==> src/rtl/step_ctrl_pkg.sv <==
// Shared definitions for the CPU step/run controller.
//   state_e : controller state encoding (STEP, RUN, HALT)
//   DIV_W   : width of the RUN-mode clock divider (covers RUN_DIV up to 65535)
package step_ctrl_pkg;

  typedef enum logic [1:0] {
    ST_STEP = 2'd0,
    ST_RUN  = 2'd1,
    ST_HALT = 2'd2
  } state_e;

  localparam int DIV_W = 16;

endpackage

==> src/rtl/btn_edge_sync.sv <==
// Button synchronizer and rising-edge detector.
// Ports:
//   clk        : system clock
//   rst        : asynchronous active-high reset
//   btn        : debounced button level, asynchronous to clk
//   edge_pulse : one-cycle pulse per rising edge of the synchronized level
// The detector only arms once the synchronizer has been refilled after reset
// and has shown a genuine low, so a button held through reset gives no pulse.
module btn_edge_sync (
  input  logic clk,
  input  logic rst,
  input  logic btn,
  output logic edge_pulse
);

  logic       meta_r;
  logic       sync_r;
  logic       prev_r;
  logic       armed_r;
  logic [1:0] fill_r;

  // Two-flop synchronizer, previous-level register and arming logic.
  always_ff @(posedge clk or posedge rst) begin
    if (rst) begin
      meta_r  <= 1'b0;
      sync_r  <= 1'b0;
      prev_r  <= 1'b0;
      armed_r <= 1'b0;
      fill_r  <= 2'd0;
    end else begin
      meta_r <= btn;
      sync_r <= meta_r;
      prev_r <= sync_r;
      // fill_r reaches 2 once sync_r carries a real sample, not a reset value
      if (fill_r != 2'd2) begin
        fill_r <= fill_r + 2'd1;
      end else begin
        fill_r <= fill_r;
      end
      if ((fill_r == 2'd2) && !sync_r) begin
        armed_r <= 1'b1;
      end else begin
        armed_r <= armed_r;
      end
    end
  end

  assign edge_pulse = sync_r & ~prev_r & armed_r;

endmodule

==> src/rtl/cpu_step_ctrl.sv <==
// CPU single-step / free-run clock-enable controller.
// Ports:
//   clk       : system clock (rising edge)
//   rst       : asynchronous active-high reset
//   btn_step  : step button level (asynchronous)
//   btn_mode  : RUN/STEP toggle button level (asynchronous)
//   cpu_halt  : halt request, synchronous to clk
//   cpu_en    : registered processor clock-enable
//   run_mode  : high while in RUN
//   halted    : high while in HALT
//   step_cnt  : saturating count of cpu_en pulses
// Parameters: RUN_DIV (clk cycles per cpu_en in RUN), CNT_W (step_cnt width).
// Build option: define STEP_CNT_EN to build the step counter; otherwise
// step_cnt is tied to zero.
module cpu_step_ctrl #(
  parameter int RUN_DIV = 4,
  parameter int CNT_W   = 16
) (
  input  logic             clk,
  input  logic             rst,
  input  logic             btn_step,
  input  logic             btn_mode,
  input  logic             cpu_halt,
  output logic             cpu_en,
  output logic             run_mode,
  output logic             halted,
  output logic [CNT_W-1:0] step_cnt
);

  import step_ctrl_pkg::*;

  localparam logic [DIV_W-1:0] DIV_LAST = DIV_W'(RUN_DIV - 1);

  state_e           state_r;
  state_e           state_nxt_s;
  logic [DIV_W-1:0] div_r;
  logic             cpu_en_r;
  logic             cpu_en_nxt_s;
  logic             run_mode_r;
  logic             halted_r;
  logic             step_edge_s;
  logic             mode_edge_s;

  btn_edge_sync u_step_sync (
    .clk        (clk),
    .rst        (rst),
    .btn        (btn_step),
    .edge_pulse (step_edge_s)
  );

  btn_edge_sync u_mode_sync (
    .clk        (clk),
    .rst        (rst),
    .btn        (btn_mode),
    .edge_pulse (mode_edge_s)
  );

  // Next-state and next cpu_en; a halt request or a state change always
  // suppresses the enable pulse.
  always_comb begin
    state_nxt_s  = state_r;
    cpu_en_nxt_s = 1'b0;
    case (state_r)
      ST_STEP: begin
        if (cpu_halt) begin
          state_nxt_s = ST_HALT;
        end else if (mode_edge_s) begin
          state_nxt_s = ST_RUN;
        end else begin
          state_nxt_s  = ST_STEP;
          cpu_en_nxt_s = step_edge_s;
        end
      end
      ST_RUN: begin
        if (cpu_halt) begin
          state_nxt_s = ST_HALT;
        end else if (mode_edge_s) begin
          state_nxt_s = ST_STEP;
        end else begin
          state_nxt_s  = ST_RUN;
          cpu_en_nxt_s = (div_r == DIV_LAST);
        end
      end
      ST_HALT: begin
        if (mode_edge_s && !cpu_halt) begin
          state_nxt_s = ST_STEP;
        end else begin
          state_nxt_s = ST_HALT;
        end
      end
      default: begin
        state_nxt_s = ST_STEP;
      end
    endcase
  end

  // State register, registered decodes and cpu_en.
  always_ff @(posedge clk or posedge rst) begin
    if (rst) begin
      state_r    <= ST_STEP;
      cpu_en_r   <= 1'b0;
      run_mode_r <= 1'b0;
      halted_r   <= 1'b0;
    end else begin
      state_r    <= state_nxt_s;
      cpu_en_r   <= cpu_en_nxt_s;
      run_mode_r <= (state_nxt_s == ST_RUN);
      halted_r   <= (state_nxt_s == ST_HALT);
    end
  end

  // RUN divider: held at zero outside RUN so it starts cleared on entry.
  always_ff @(posedge clk or posedge rst) begin
    if (rst) begin
      div_r <= '0;
    end else if (state_r != ST_RUN) begin
      div_r <= '0;
    end else if (div_r == DIV_LAST) begin
      div_r <= '0;
    end else begin
      div_r <= div_r + DIV_W'(1);
    end
  end

  assign cpu_en   = cpu_en_r;
  assign run_mode = run_mode_r;
  assign halted   = halted_r;

`ifdef STEP_CNT_EN
  logic [CNT_W-1:0] cnt_r;

  // Saturating count of issued cpu_en pulses.
  always_ff @(posedge clk or posedge rst) begin
    if (rst) begin
      cnt_r <= '0;
    end else if (cpu_en_r && (cnt_r != {CNT_W{1'b1}})) begin
      cnt_r <= cnt_r + CNT_W'(1);
    end else begin
      cnt_r <= cnt_r;
    end
  end

  assign step_cnt = cnt_r;
`else
  assign step_cnt = '0;
`endif

endmodule
==> config.mk <==
export PLATFORM = sky130hd
export DESIGN_NAME = cpu_step_ctrl
export DESIGN_NICKNAME = d
export VERILOG_FILES = /design/src/rtl/step_ctrl_pkg.sv /design/src/rtl/btn_edge_sync.sv /design/src/rtl/cpu_step_ctrl.sv
export SDC_FILE = /design/constraint.sdc
export NUM_CORES = 1
export LEC_CHECK = 0
export ABC_AREA = 1
export CAP_MARGIN = 20
export CELL_PAD_IN_SITES_DETAIL_PLACEMENT = 0
export CELL_PAD_IN_SITES_GLOBAL_PLACEMENT = 1
export CORE_MARGIN = 3
export CORE_UTILIZATION = 40
export DETAILED_ROUTE_END_ITERATION = 12
export PLACE_DENSITY_LB_ADDON = 0.1
export RECOVER_POWER = 100
export SLEW_MARGIN = 10
export SYNTH_ARGS = -nofsm -noshare
export SYNTH_HDL_FRONTEND = slang
export SYNTH_SLANG_ARGS = --single-unit
==> constraint.sdc <==
create_clock -name clk -period 1.47 [get_ports clk]
set_input_delay 0.147 -clock clk [delete_from_list [all_inputs] [get_ports clk]]
set_output_delay 0.147 -clock clk [all_outputs]
set_load 0.005 [all_outputs]
### After elaboration in Yosys (flattened, before gate mapping)

Index checks and enable logic that the tools add are counted.

| storage, ports and cells | value |
|---|---|
| bits in registers | 33 |
| input bits | 5 |
| output and inout port bits | 19 |
| word-level logic and storage cells | 54 |

| cells by class | value |
|---|---|
| add/sub/neg operators | 3 |
| equal/unequal tests | 10 |
| multiplexer cells | 13 |
| bitwise gates (word level) | 6 |
| reductions and logical operators | 7 |

Operators with widths:

| cell | count |
|---|---|
| $mux W16 | 2 |
| $add A16 B1 Y16 const B | 1 |
| $eq A16 B2 Y1 const B | 1 |
| $eq A2 B2 Y1 const B | 4 |
| $mux W1 | 6 |
| $mux W2 | 3 |
| $pmux W2 S3 | 1 |
| $add A2 B1 Y2 const B | 2 |
| $and A1 B1 Y1 | 4 |
| $eq A2 B1 Y1 const B | 2 |
| $ne A2 B2 Y1 const B | 2 |
| $logic_and A1 B1 Y1 | 3 |
| $logic_not A1 Y1 | 3 |
| $logic_not A2 Y1 | 1 |
| $ne A2 B1 Y1 const B | 1 |
| $not A1 Y1 | 2 |
| $pmux W1 S2 | 1 |

### Longest topological paths before layout

Gate-level depths: netlist of run 1.

| logic depth | value |
|---|---|
| word-level depth | 7 |
| depth in mapped cells | 7 |
| mapped depth without buffers | 7 |

### Hierarchy

From an unflattened synthesis of run 1, not the netlist that was laid out.

| second synthesis, totals | value |
|---|---|
| cell total of the unflattened synthesis | 213 |
| area total of the unflattened synthesis | 1,716.6 um^2 |

Modules (own cells, without submodules):

| module | times used | cells each | area each (um^2) | seq. area each (um^2) |
|---|---|---|---|---|
| cpu_step_ctrl | 1 | 171 | 1,283.7 | 525.5 |
| btn_edge_sync | 2 | 21 | 216.5 | 150.1 |

### Worst setup path after synthesis of run 1

No wires, ideal clock.

| path | value |
|---|---|
| path kind | register -> register |
| start point | register div_r[0] |
| end point | register div_r[12] |
| setup time | 0.115 ns |
| data arrival time | 1.086 ns |
| required time | 1.355 ns |
| path slack | 0.270 ns |
| cell stages (with the launch flop) | 7 |
| buffers on the path | 0 |
| clock period less this slack | 1.200 ns |
| cells stage by stage | dfrtp_1 -> ha_1 -> nand2_1 -> nor2_1 -> nand4_1 -> nand2_1 -> nor2_2 |

| on the way | value |
|---|---|
| cells in the longest elaborated chain, start to end | 3 |
| elaborated cells between the ends (all ways) | 4 |
| classes of those cells | add/sub (1); eq/ne (1); mux (2) |

RTL lines:

| what | line | source |
|---|---|---|
| from (decl) | cpu_step_ctrl.sv:36 | `logic [DIV_W-1:0] div_r;` |
| from (signal assigned) | cpu_step_ctrl.sv:121 | `div_r <= div_r + DIV_W'(1);` |
| $add A16 B1 Y16 / $eq A16 B2 Y1 (equally long branches) | cpu_step_ctrl.sv:121, cpu_step_ctrl.sv:118 |  |
| $mux W16 (*) | cpu_step_ctrl.sv:118 | `end else if (div_r == DIV_LAST) begin` |
| $mux W16 (*) | cpu_step_ctrl.sv:116 | `end else if (state_r != ST_RUN) begin` |

Mark *: on every way between the ends. The rest lies on a longest branch, timed or not.
A chain may end at the register's enable or synchronous reset.

### Final worst setup path of run 1

| path | value |
|---|---|
| start point | register halted_r, in the netlist halted |
| end point | output port halted |

RTL lines:

| what | line | source |
|---|---|---|
| from (decl) | cpu_step_ctrl.sv:40 | `logic halted_r;` |
| from (signal assigned) | cpu_step_ctrl.sv:108 | `halted_r <= (state_nxt_s == ST_HALT);` |
| to (decl) | cpu_step_ctrl.sv:26 | `output logic halted,` |

No word-level cell between the ends.

==> results of run 1 <==
-- registers in the layout (all words and copies together), names as in the netlist --
signal / flops
u_mode_sync.fill_r: 2
u_step_sync.fill_r: 2
run_mode: 1
u_mode_sync.armed_r: 1
state_r: 2
u_step_sync.meta_r: 1
u_mode_sync.sync_r: 1
u_step_sync.armed_r: 1
u_step_sync.prev_r: 1
div_r: 16
u_mode_sync.meta_r: 1
u_mode_sync.prev_r: 1
halted: 1
u_step_sync.sync_r: 1
cpu_en: 1
-- where the power goes --
part | switching (uW) | leakage (uW) | internal (uW) | total, uW
combinational | 41.3 | 0.000342 | 19.3 | 60.6
clock | 333 | 0.0000574 | 551 | 884
sequential | 7.92 | 0.000418 | 923 | 931
total | 382 | 0.000818 | 1490 | 1880
-- worst register-to-register path, cell delays in order, from the launching register on --
cell and delay [ps]:
sky130_fd_sc_hd__dfrtp_1 390, sky130_fd_sc_hd__ha_1 240, sky130_fd_sc_hd__nand2_1 140, sky130_fd_sc_hd__nor2_4 180
sky130_fd_sc_hd__nand2_1 80, sky130_fd_sc_hd__xor2_1 130, sky130_fd_sc_hd__nor2_1 50
-- worst max-delay path by stage --
stage	from	to	slack (ps)	cells after the start
global placement	div_r[0]	div_r[10]	160	6
finish	halted	halted	110	1
CTS	div_r[0]	div_r[12]	80	6
detailed placement	div_r[0]	div_r[12]	100	6
floorplan	div_r[0]	div_r[12]	270	6
global route	div_r[0]	div_r[12]	1	6
-- metal layers --
metal	global-route usage	wire, um	vias to the layer above
met3	0.0355	184	2
met2	0.223	1450	43
met5	0	0	-
met4	0.0438	22	0
li1	-	-	619
met1	0.154	1340	580
-- cell usage in the layout (no fill, tap or decap) --
| cell type | Yosys | final |
|---|---|---|
| sky130_fd_sc_hd__nor3b_1 | 1 | 1 |
| sky130_fd_sc_hd__bufinv_16 | 0 | 1 |
| sky130_fd_sc_hd__nor2_4 | 0 | 1 |
| sky130_fd_sc_hd__inv_1 | 19 | 20 |
| sky130_fd_sc_hd__a21o_1 | 1 | 1 |
| sky130_fd_sc_hd__ha_1 | 3 | 3 |
| sky130_fd_sc_hd__o21ai_0 | 3 | 3 |
| sky130_fd_sc_hd__nand4_1 | 8 | 8 |
| sky130_fd_sc_hd__dlygate4sd3_1 | 0 | 6 |
| sky130_fd_sc_hd__buf_4 | 16 | 1 |
| sky130_fd_sc_hd__a31oi_1 | 2 | 2 |
| sky130_fd_sc_hd__nand2_1 | 40 | 40 |
| sky130_fd_sc_hd__conb_1 | 1 | 16 |
| sky130_fd_sc_hd__nor2_1 | 33 | 32 |
| sky130_fd_sc_hd__clkinvlp_4 | 0 | 1 |
| sky130_fd_sc_hd__o21ai_1 | 1 | 1 |
| sky130_fd_sc_hd__or2_1 | 1 | 1 |
| sky130_fd_sc_hd__xnor2_1 | 2 | 2 |
| sky130_fd_sc_hd__a21oi_1 | 6 | 6 |
| sky130_fd_sc_hd__nand3_2 | 1 | 1 |
| sky130_fd_sc_hd__nor2_2 | 6 | 6 |
| sky130_fd_sc_hd__clkdlybuf4s50_1 | 0 | 1 |
| sky130_fd_sc_hd__clkbuf_8 | 0 | 6 |
| sky130_fd_sc_hd__dfrtp_1 | 33 | 33 |
| sky130_fd_sc_hd__xor2_1 | 5 | 5 |
| sky130_fd_sc_hd__nand3_1 | 10 | 10 |
| sky130_fd_sc_hd__clkbuf_2 | 0 | 1 |
| sky130_fd_sc_hd__nor3_1 | 3 | 3 |
-- per-stage QoR --
step	util	hold slack (ps)	instance area [um2]	worst slack [ps]	total power, uW
finish	0.484	352	1850	108	1880
global route	0.484	360	1850	1.04	1950
global placement	0.451	338	1730	163	1010
CTS	0.482	266	1850	84.2	1910
detailed placement	0.451	336	1730	100	1010
floorplan	-	178	1720	270	1010
-- cell families after synthesis --
group,count (synthesis),share of synthesized area
AO/OA/AOI/OAI,13,0.0420
other,1,0.00225
XOR/XNOR,7,0.0368
flip-flops,33,0.495
adder cells (fa/ha/maj),3,0.0225
buffers and inverters,38,0.131
AND/OR/NAND/NOR,103,0.270
-- Yosys cell counts, types with 2 or more instances --
| cell | number | area, um2 |
|---|---|---|
| sky130_fd_sc_hd__nand2_1 | 40 | 150 |
| sky130_fd_sc_hd__dfrtp_1 | 33 | 826 |
| sky130_fd_sc_hd__nor2_1 | 33 | 124 |
| sky130_fd_sc_hd__inv_1 | 19 | 71.3 |
| sky130_fd_sc_hd__buf_4 | 16 | 120 |
| sky130_fd_sc_hd__nand3_1 | 10 | 50.1 |
| sky130_fd_sc_hd__nand4_1 | 8 | 50.1 |
| sky130_fd_sc_hd__a21oi_1 | 6 | 30.0 |
| sky130_fd_sc_hd__nor2_2 | 6 | 37.5 |
| sky130_fd_sc_hd__xor2_1 | 5 | 43.8 |
| sky130_fd_sc_hd__ha_1 | 3 | 37.5 |
| sky130_fd_sc_hd__nor3_1 | 3 | 15.0 |
| sky130_fd_sc_hd__o21ai_0 | 3 | 15.0 |
| sky130_fd_sc_hd__a31oi_1 | 2 | 12.5 |
| sky130_fd_sc_hd__buf_6 | 2 | 22.5 |
| sky130_fd_sc_hd__xnor2_1 | 2 | 17.5 |
-- cell type report --
type,count,area share
Clock buffer,6,0.0446
Clock inverter,2,0.0203
Inverter,20,0.0406
Multi-Input combinational cell,142,0.371
Sequential cell,33,0.446
Tap cell,48,0.0325
Timing Repair Buffer,9,0.0446
==> impl.org, run 1 <==
** Placed design
- Number of buffers added on ports :: 7
- In this run, placement finished with an instance count of 252.
- GPL Wtd Cong :: 0.815
- Detailed placement finished with a half-perimeter wire length of 2230 um.

** Critical path
- R2R Path Start :: div_r[0]
- Along the worst path, the maximum fanout reaches 1.
- The worst setup path is launched from a flop.
- For this run, the slowest stage of the critical path takes 570 ps.
- The critical path goes through dlygate4sd3_1.
- STA classifies the critical path endpoint as a primary output.
- For flop-to-flop paths, the worst setup slack is 130 ps.
- Data on the critical path is required at its endpoint by 1320 ps.
- Measured in cells, the most critical reg-to-reg path has a length of 6.
- The setup path with the least slack is of type flop to primary output.
- Slowest-stage cell, CP :: sky130_fd_sc_hd__dlygate4sd3_1
- In this design, the largest share of critical-path delay is due to buffers and inverters.
- RR Endpoint :: div_r[10]
- Total buffers and inverters traversed by the critical path :: 1
- Critical path data arrival time :: 1220 ps

** GRT
- In the global route stage, overall resource usage came out at 0.129.
- Maximum number of pins on one net before global-route repair :: 34
- Number of antenna violations at the first check in global routing :: 0
- GRT Residual Overflow :: 0
- First-pass GRT wire length :: 5110 um
- The via count of the first global-routing pass is 1202.

** Die
- After floorplanning, the core was sized to cover 3830 um2.
- Number of I/O pins :: 24
- The floorplan step set the die height to 70.6 um.
- The die covers 4980 um2.
- The initial utilization of the core area, before any placement, comes to 0.436.
- Number of placement rows :: 22
- Horiz. Die Dim :: 70.6 um

** STA
- Setup repair after global routing left no endpoint under its margin.
- Final min period :: 1360 ps
- The clock arrives with 4.04 ps of skew.
- In this run the tightest slew margin relative to its limit is 0.462.
- Maximum operating frequency :: 734 MHz
- For the final routed database, the setup TNS stands at 0 ps.
- Final Hold Viols :: 0
- Fraction of the cycle the final worst path needs :: 0.927
- Final number of setup-violating endpoints :: 0
- The final number of max-transition violations is 0.
- At the pin with the least slew margin, the transition time is 807 ps.

** Yosys
- Number of synthesized register bits :: 33
- Post-Syn Area per Cell :: 8.42 um2
- Of the synthesized area, sequential elements account for 0.495.
- Cells after Synth :: 198
- Yosys synthesis warning count :: 0
- For this run, the leading register cell type out of synthesis is sky130_fd_sc_hd__dfrtp_1.
- Counting flops with a built-in enable in the synthesized netlist gives 0.
- The mapped netlist covers 1670 um2.
- Unique cell type count in the Yosys netlist :: 23
- For this run, asynchronously set or reset flops after synthesis account for 1.00.

** CTS
- Count of buffers added by post-CTS timing repair for setup :: 0
- Clock Root Buffer :: sky130_fd_sc_hd__clkbuf_8
- Clock Tree Buf Depth :: 2
- CTS saw 33 sinks.
- Clock latency on the worst-skew pair, taken at its later pin, is 280 ps.
- Number of clock buffers inserted by TritonCTS :: 5
- TritonCTS clock tree :: done
- Number of resized instances in the post-cts repair step :: 0
- Total of hold buffers inserted after clock tree synthesis :: 0
- Register clock-pin slew on the reported worst setup and hold paths :: 70 ps
- The H-tree was split into 2 levels.

** Min path
- The worst hold path belongs to the class flop to flop.
- Worst Hold Depth :: 0
- Start point of the worst min-delay path :: u_step_sync.meta_r
- WHS Endpoint :: u_step_sync.sync_r

** Route
- Routed wirelength normalized by instance count :: 11.5 um
- Iteration-0 DRC count of the detailed router :: 52
- The final layout contains routed wiring with a total length of 3000 um.
- The routed layout has 1244 vias.
- The detail route stage leaves a number of antenna-violating nets equal to 0.
- Vias per inst :: 4.78
- Number of remaining DRC errors :: 0
- For this run, the detailed router's first-pass iteration total came to 4.

** Cells and area
- Sequential cell area :: 826 um2
- The number of antenna diodes in the final layout is 0.
- Final standard cell count with taps included and fillers excluded :: 260
- In the final layout, the multi-input gates occupy 687 um2.
- Number of nets in the final layout :: 219
- Compared with the post-synthesis result, the final layout area differs by 11.0%.
- Share of post-route cells with drive strength above 1 :: 0.0849
- Fill count :: 369

** Job
- Across the run, the number of max-cap violations was 0.

** Pwr
- For this design the ratio of total power to cell area is 1010 nW/um2.
- Static power due to leakage :: 0.000818 uW
- Worst vdd ir :: 516 uV

** Run status
- Run status :: complete, no violations
Note: power is estimated with default switching activity, not from simulation.
==> run 2, diff against run 1 <==
ABC_AREA = not set   (was 1)
CORE_UTILIZATION = 41   (was 40)
CTS_CLUSTER_SIZE = 40   (was not set)
==> run 2 against run 1 <==
  * Total power hardly changed
  * Final area grew 3.1%
  * Critical endpoint is now cpu_en
  * Largest power group unchanged
  * Die area down 6.3%
  * First-iteration DRC count is 73% lower
  * Count of clock-buffer cells in the layout is the same
  * Largest cell class unchanged
  * Worst setup slack got worse by 47 ps
  * Sequential share of layout area fell by 1.3 points
==> impl.org, run 2 <==
** Run status
- Run status :: complete, no violations

** Critical path
- The delay of the slowest cell on the worst path was 400 ps (-170 ps).
- The data arrival time of the worst path came to 1630 ps (+410 ps).
- Family with the most delay on the worst path :: simple AND/OR/NAND/NOR gates
- The count of cell instances traversed by the critical path came to 5 (+4).
- Critical path startpoint category :: flop
- Data required time of the worst path :: 1690 ps (+370 ps)
- The logic depth of the worst register-to-register path came to 5 (-1).
- CP Max Fanout :: 3 (+2)
- In this run the worst setup path terminates at cpu_en.
- The setup slack of the worst register-to-register path was 60 ps (-70 ps).
- The worst setup path is of the flop to flop kind.
- The critical path goes through nor4_2 -> nand4_1 -> buf_6 -> mux2i_1 -> and3_1.
- RR Endpoint :: cpu_en
- The most critical setup path has its startpoint at div_r[11].
- R2R Path Start :: div_r[11]
- The slowest stage of the critical path is the sky130_fd_sc_hd__dfrtp_1 cell.
- The count of buffering cells on the critical path with inverters included came to 1 (unchanged).
- The worst setup path is captured at a flop.

** Die
- The starting utilization of the core area was 0.431 (-0.00444).
- Die Footprint :: 4660 um2 (-6.3%)
- Die extent in y :: 68.3 um (-3.2%)
- Number of placement rows :: 22 (unchanged)
- The area of the core was 3690 um2 (-3.6%).
- The top-level I/O count came to 24 (unchanged).
- Horiz. Die Dim :: 68.3 um (-3.2%)

** Route
- The final wirelength came to 2590 um (-14%).
- The met2 routed wirelength is 1160 um (-20%).
- The sum of met3 wire segment lengths after detailed routing was 151 um (-18%).
- The detailed-routing wirelength on met1 is 1240 um (-7.0%).
- Iteration-0 DRC count of the detailed router :: 14 (-73%)
- The residual DRC count is 0 (unchanged).
- DRT Pass-1 Iters :: 4 (unchanged)
- After detailed routing, no signal wire sits above met4.
- Vias per inst :: 4.62 (-3.5%)
- Routed wirelength normalized by instance count :: 11.9 um (+3.6%)
- Routed vias :: 1002 (-19%)
- Post-detailed-route count of antenna-violating nets :: 0 (unchanged)

** CTS
- The clock latency at the later pin of the worst-skew pair is 280 ps (about the same).
- Depth of the CTS H-tree :: 2 (unchanged)
- The cell sitting at the root of the clock tree is a sky130_fd_sc_hd__clkbuf_8.
- The number of buffers created by CTS came to 5 (unchanged).
- Register clock-pin slew on the reported worst setup and hold paths :: 60 ps (about the same)
- Total of hold buffers inserted after clock tree synthesis :: 0 (unchanged)
- The number of clock sinks seen by CTS came to 33 (unchanged).
- TritonCTS built the clock tree.
- The maximum clock insertion buffer count was 2 (unchanged).

** STA
- The final number of max-transition violations is 0 (unchanged).
- Setup repair after global routing could not meet its margin everywhere.
- Maximum operating frequency :: 710 MHz (-3.3%)
- Worst relative slew slack :: 0.476 (+0.0142)
- The worst setup skew after layout is 4.36 ps (+0.316 ps).
- The total setup violations reported at the end of the flow came to 0 (unchanged).
- The final hold violation count came to 0 (unchanged).
- Setup total negative slack :: 0 ps (unchanged)
- Fraction of the cycle the final worst path needs :: 0.958 (+0.0318)
- The transition time of the tightest slew-check pin is 786 ps (-21.4 ps).
- The final critical path time including I/O delays and setup was 1410 ps (+46.8 ps).

** GRT
- The remaining global-route overflow was 0 (unchanged).
- The via count of the first global-routing pass came to 940 (-22%).
- The pin count of the biggest net entering global routing is 34 (unchanged).
- Total GRT Usage :: 0.125 (-0.00382)
- The number of antenna violations at the first check in global routing was 0 (unchanged).
- First-pass GRT wire length :: 4120 um (-19%)

** Pwr
- Static power due to leakage :: 0.000815 uW (-0.41%)
- Pwr/cell area :: 983 nW/um2 (-3.0%)
- Worst vdd ir :: 471 uV (-8.7%)
- Overall power after layout :: 1880 uW (about the same)

** Yosys
- Complex-gate fraction of the synthesized area :: 0.0252 (-0.0169)
- Cell types with the largest area share after synthesis :: sky130_fd_sc_hd__dfrtp_1 (52%), sky130_fd_sc_hd__xnor2_1 (7.7%), sky130_fd_sc_hd__buf_4 (7.6%), sky130_fd_sc_hd__nor2_1 (4.0%), sky130_fd_sc_hd__nand4_4 (2.7%)
- The fraction of the mapped netlist area in simple logic gates was 0.214 (-0.0563).
- The count of cell types in the netlist is 28 (+22%).
- Post-synthesis mux area share :: 0.00629 (+0.00629)
- The number of synthesized register bits was 33 (unchanged).
- The fraction of registers with async set/reset was 1.00 (unchanged).
- Post-Syn Area per Cell :: 10.8 um2 (+29%)
- Post-synth top area share :: 0.519 (+0.0238)
- Synth top cells by count :: sky130_fd_sc_hd__dfrtp_1 (33), sky130_fd_sc_hd__nor2_1 (17), sky130_fd_sc_hd__buf_4 (16)
- The cell count after synthesis was 147 (-26%).
- Sequential-to-total area share from yosys stat :: 0.519 (+0.0238)
- Post-synth top area cell :: sky130_fd_sc_hd__dfrtp_1
- In the synthesized netlist the dominant register cell turns out to be sky130_fd_sc_hd__dfrtp_1.
- The total standard cell area after synthesis came to 1590 um2 (-4.6%).
- The Yosys warning count came to 0 (unchanged).
- Post-synth EDFFs :: 0 (unchanged)
- The adder and majority cell fraction of the synthesized area is 0.0236 (+0.00108).
- Leading cell type by number of instances after synthesis :: sky130_fd_sc_hd__dfrtp_1
- After synthesis, the largest family of logic cells by area is simple AND/OR/NAND/NOR gates.
- Xor/xnor cell area share of the yosys netlist :: 0.0936 (+0.0568)

** Cells and area
- Commonest cells after routing, fill and taps aside :: sky130_fd_sc_hd__dfrtp_1 (32), sky130_fd_sc_hd__nor2_1 (17), sky130_fd_sc_hd__conb_1 (16)
- The final standard cell utilization of the core came to 0.517 (+0.0337).
- The diode insertion count for antenna repair came to 0 (unchanged).
- Register with the highest flop count :: div_r
- Share of post-route cells with drive strength above 1 :: 0.207 (+0.122)
- Fill count :: 348 (-5.7%)
- The flip-flop count of the largest register after layout is 16 (unchanged).
- Most common cell after layout, fill and taps aside :: sky130_fd_sc_hd__dfrtp_1
- Number of nets in the final layout :: 176 (-20%)
- Final standard cell count with taps included and fillers excluded :: 217 (-17%)
- Area grow syn2layout :: 20.0%
- The post-route cell area was 1910 um2 (+3.1%).

** Placed design
- The cell count after placement was 207 (-18%).
- The placer's final routability congestion estimate is 0.787 (-3.4%).
- Number of buffers added on ports :: 7 (unchanged)
- The area of placed instances was 1730 um2 (+0.29%).
- DP HPWL :: 1790 um (-20%)

** Min path
- The worst hold path begins at u_mode_sync.meta_r.
- Worst min path class :: flop to flop

** Job
- The number of maximum-capacitance constraint violations was 0 (unchanged).
## run 2: cell count changes in the layout (fill, tap and decap cells not counted), sizes merged, moves of 3 or more
cell    before  now
nand2       40    5
nor3         3    8
inv         20    9
buf          1   11
a21oi        6    3
nand3       11    5
nand3b       0    4
xnor2        2   14
nor4         0    5
nor2        39   20
## run 2: worst min path at each step
| stage | endpoint | slack (ps) | depth (start not counted) |
|---|---|---|---|
| finish | u_mode_sync.sync_r | 350 | 0 |
| global placement | u_mode_sync.sync_r | 330 | 0 |
| global route | u_mode_sync.sync_r | 350 | 0 |
| detailed placement | u_mode_sync.sync_r | 330 | 0 |
| floorplan | u_mode_sync.meta_r | 180 | 0 |
| CTS | state_r[1] | 270 | 3 |
## run 2: kinds of logic (layout without fill, tap and decap cells)
| kind of cell | Yosys count | after routing |
|---|---|---|
| and+or+nand+nor | 55 | 56 |
| DFF | 33 | 33 |
| other | 1 | 16 |
| adders and majority gates | 3 | 3 |
| buffers and inverters | 30 | 36 |
| xor gates and xnor gates | 17 | 17 |
| AOI/OAI and AO/OA | 7 | 7 |
| muxes | 1 | 1 |
## run 2: power breakdown
part,total (uW),switching (uW),leakage [uW],internal (uW)
logic,63.1,39.0,0.000341,24.1
registers,933,10.6,0.000417,923
clock network,880,329,0.0000574,551
total,1880,379,0.000815,1500
## run 2: metrics by stage
stage / hold WS (ps) / setup slack (ps)
2_1_floorplan: 178 / 37.1
3_3_place_gp: 332 / 39.1
3_5_place_dp: 335 / 13.8
4_1_cts: 266 / 1.58
5_1_grt: 355 / -26.2
6_report: 347 / 61.0
## run 2: per-layer routing
| metal | vias up | GRT usage |
|---|---|---|
| met4 | 0 | 0.0521 |
| met2 | 25 | 0.199 |
| met1 | 475 | 0.150 |
| li1 | 499 | - |
| met3 | 3 | 0.0493 |
| met5 | - | 0 |
## run 2: timing repair
item,CTS,global route
buffers inserted,0,1
resized for setup,0,7
setup endpoints to repair,0,17
## run 2: final cells by class
class / count / area, um2 / share of cell area
multi-input cells: 100 / 706 / 0.370
clock buffers: 6 / 82.6 / 0.0433
repair buffers: 19 / 161 / 0.0846
inverters: 9 / 33.8 / 0.0177
flip-flops and latches: 33 / 827 / 0.433
clock inverters: 2 / 37.5 / 0.0197
well taps: 48 / 60.1 / 0.0315
==> run 3, diff against run 2 <==
--- a/config.mk
+++ b/config.mk
@@ -14,2 +14,3 @@
 export DETAILED_ROUTE_END_ITERATION = 12
+export HOLD_SLACK_MARGIN = 0.08
 export PLACE_DENSITY_LB_ADDON = 0.1
==> constraint.sdc (replaced) <==
create_clock -name clk -period 1.47 [get_ports clk]
set_input_delay 0.294 -clock clk [delete_from_list [all_inputs] [get_ports clk]]
set_output_delay 0.294 -clock clk [all_outputs]
set_load 0.005 [all_outputs]
==> run 3 against run 2 <==
  * Sequential share of layout area up 0.085 points
  * Final area down 0.20%
  * Via count up 2.7%
  * Clock power down 0.6%
  * Non-clock buffer count unchanged
  * Die area unchanged
  * Count of clock-buffer cells in the layout unchanged
  * Final cell count unchanged
  * Routed wire length up 2.1%
  * Hold slack better by 1.7 ps
  * Total power down 0.12%
  * Core utilization down 0.10 points
  * Largest cell class unchanged
==> impl.org, run 3 (synthesis results as in run 2) <==
** Die
- The top-level I/O count is 24 (unchanged).
- The starting utilization of the core area came to 0.431 (unchanged).
- Core region area :: 3690 um2 (unchanged)
- Die extent in y :: 68.3 um (unchanged)
- Number of placement rows :: 22 (unchanged)
- Die Footprint :: 4660 um2 (unchanged)
- Horiz. Die Dim :: 68.3 um (unchanged)

** GRT
- The number of antenna violations at the first check in global routing is 0 (unchanged).
- Total GRT Usage :: 0.139 (+0.0137)
- GRT Residual Overflow :: 0 (unchanged)
- The global-route wire length before repair was 4550 um (+10%).
- Maximum number of pins on one net before global-route repair :: 34 (unchanged)
- Via count of the first global-routing pass :: 986 (+4.9%)

** STA
- Slew @ Worst Pin :: 777 ps (-8.97 ps)
- Worst setup slack after layout :: 65.5 ps (+4.48 ps)
- The final number of max-transition violations came to 0 (unchanged).
- Setup total negative slack :: 0 ps (unchanged)
- Worst Hold Slack :: 348 ps (+1.72 ps)
- Maximum clock skew at final layout :: 5.69 ps (+1.33 ps)
- The peak clock frequency supported by timing was 712 MHz (+0.32%).
- The total setup violations reported at the end of the flow is 0 (unchanged).
- The relative slew slack came to 0.482 (+0.00598).
- The final critical path time including I/O delays and setup came to 1400 ps (-4.48 ps).
- Final Hold Viols :: 0 (unchanged)
- Fraction of the cycle the final worst path needs :: 0.955 (-0.00305)

** Cells and area
- Commonest cells after routing, fill and taps aside :: sky130_fd_sc_hd__dfrtp_1 (32), sky130_fd_sc_hd__nor2_1 (18), sky130_fd_sc_hd__conb_1 (16)
- Number of nets in the final layout :: 176 (unchanged)
- The share of layout cells above drive strength 1 came to 0.195 (-0.0118).
- Final standard cell count with taps included and fillers excluded :: 217 (unchanged)
- Footprint of the multi-input gates :: 706 um2 (unchanged)
- Ranked by flip-flop count, first place goes to div_r.
- Sequential cell area :: 827 um2 (unchanged)
- Area grow syn2layout :: 19.7%
- Number of diodes :: 0 (unchanged)
- The final-layout fill cell count came to 358 (+2.9%).
- The flip-flop count of the largest register after layout is 16 (unchanged).
- The library cell used most frequently in the layout, excluding fill and tap cells, is sky130_fd_sc_hd__dfrtp_1.

** Critical path
- The data arrival time of the worst path was 1580 ps (-50 ps).
- RR Endpoint :: div_r[14]
- R2R Path Start :: div_r[1]
- Data required time of the worst path :: 1650 ps (-40 ps)
- STA classifies the critical path endpoint as a flop.
- The largest individual stage delay along the critical path comes from the cell sky130_fd_sc_hd__dfrtp_1.
- Cell Chain, Critical Path :: ha_4 -> buf_4 -> nand4_4 -> nor4_2 -> xnor2_1 -> nor2_2
- The maximum fanout encountered on the critical timing path is 5 (+2).
- Category of the most critical setup path :: flop to flop
- The logic depth of the worst register-to-register path came to 6 (+1).
- Register-to-register path setup slack :: 70 ps (about the same)
- The delay of the slowest cell on the worst path is 400 ps (about the same).
- The worst setup path is launched from a flop.

** Min path
- Worst Hold Depth :: 0 (unchanged)
- WHS Endpoint :: u_mode_sync.sync_r
- The path class of the tightest hold or removal check is flop to flop.
- Start point of the worst min-delay path :: u_mode_sync.meta_r

** Placed design
- DP Cell Count :: 207 (unchanged)
- The number of input and output port buffers inserted was 7 (unchanged).
- The post-DP HPWL came to 1820 um (+1.4%).
- The minimum setup slack after placement is -27.7 ps (-41.4 ps).
- The placer's final routability congestion estimate was 0.787 (about the same).

** CTS
- Depth of the CTS H-tree :: 2 (unchanged)
- Clk Latency, worst-skew pair :: 280 ps (about the same)
- The maximum clock insertion buffer count is 2 (unchanged).
- The total of hold buffers inserted after clock tree synthesis came to 0 (unchanged).
- Clock net sink count :: 33 (unchanged)
- TritonCTS built the clock tree.
- Clock Root Buffer :: sky130_fd_sc_hd__clkbuf_8
- The number of buffers created by CTS was 5 (unchanged).
- The clock edge transition at the registers on the reported setup and hold paths came to 70 ps (about the same).

** Route
- DRT Pass-1 Iters :: 4 (unchanged)
- Number of remaining DRC errors :: 0 (unchanged)
- The average routed wire per standard cell is 12.2 um (+2.1%).
- The violation count after the first detailed-routing iteration came to 13 (-1).
- Vias per inst :: 4.74 (+2.7%)
- Routed WL :: 2650 um (+2.1%)
- Routed vias :: 1029 (+2.7%)
- The remaining antenna violation count after routing is 0 (unchanged).

** Job
- The number of maximum-capacitance constraint violations is 0 (unchanged).

** Pwr
- The power per standard cell area came to 984 nW/um2 (about the same).
- Static power due to leakage :: 0.000812 uW (-0.33%)
- Worst vdd ir :: 591 uV (+25%)

** Run status
- The run finished with clean final reports.
==> run 3: worst max path at each step <==
stage,start,endpoint,slack (ps),depth (start not counted)
floorplan,div_r[0],div_r[12],40,6
global placement,div_r[11],div_r[11],40,4
detailed placement,div_r[1],div_r[12],-30,5
CTS,div_r[1],div_r[12],5,6
global route,div_r[1],div_r[14],-40,6
finish,div_r[1],div_r[14],70,6
==> run 3: area by class of cell <==
class | instances | share of cell area
sequential | 33 | 0.434
multi-input combinational | 100 | 0.371
clock inverter | 2 | 0.0197
tap | 48 | 0.0315
inverter | 9 | 0.0177
clock buffer | 6 | 0.0434
timing repair buffer | 19 | 0.0828
==> run 3: metal layers <==
| layer | part of all wire | track usage |
|---|---|---|
| met1 | 0.47 | 0.181 |
| met2 | 0.47 | 0.207 |
| met3 | 0.045 | 0.0394 |
| met4 | 0.020 | 0.0744 |
| met5 | 0 | 0 |
==> run 3: power by group <==
group / total (uW) / internal, uW / leakage, uW / switching (uW)
Sequential: 934 / 923 / 0.000417 / 11.3
Clock: 875 / 551 / 0.0000574 / 325
Combinational: 64.3 / 25.4 / 0.000338 / 38.9
==> run 3: worst max-delay path, delay by kind of cell, from the launching register on <==
kind          cells  cell delay, ps
simple gates      3             450
fa+ha+maj         1             150
buf+inv           1             130
xor+xnor          1             180
flops             1             400
==> run 3: repair_timing <==
action                                  4_1_cts  5_1_grt
buffers inserted                              1        0
resized for setup                             1        5
pin swaps                                     2        1
endpoints found under the setup margin       14       17
gates cloned                                  1        0
==> run 3: metrics by stage <==
stage | power (uW) | area (um2) | utilization
2_1_floorplan | 1020 | 1670 | -
3_3_place_gp | 1020 | 1740 | 0.473
3_5_place_dp | 1020 | 1740 | 0.473
4_1_cts | 1910 | 1890 | 0.513
5_1_grt | 1960 | 1900 | 0.516
6_report | 1870 | 1900 | 0.516
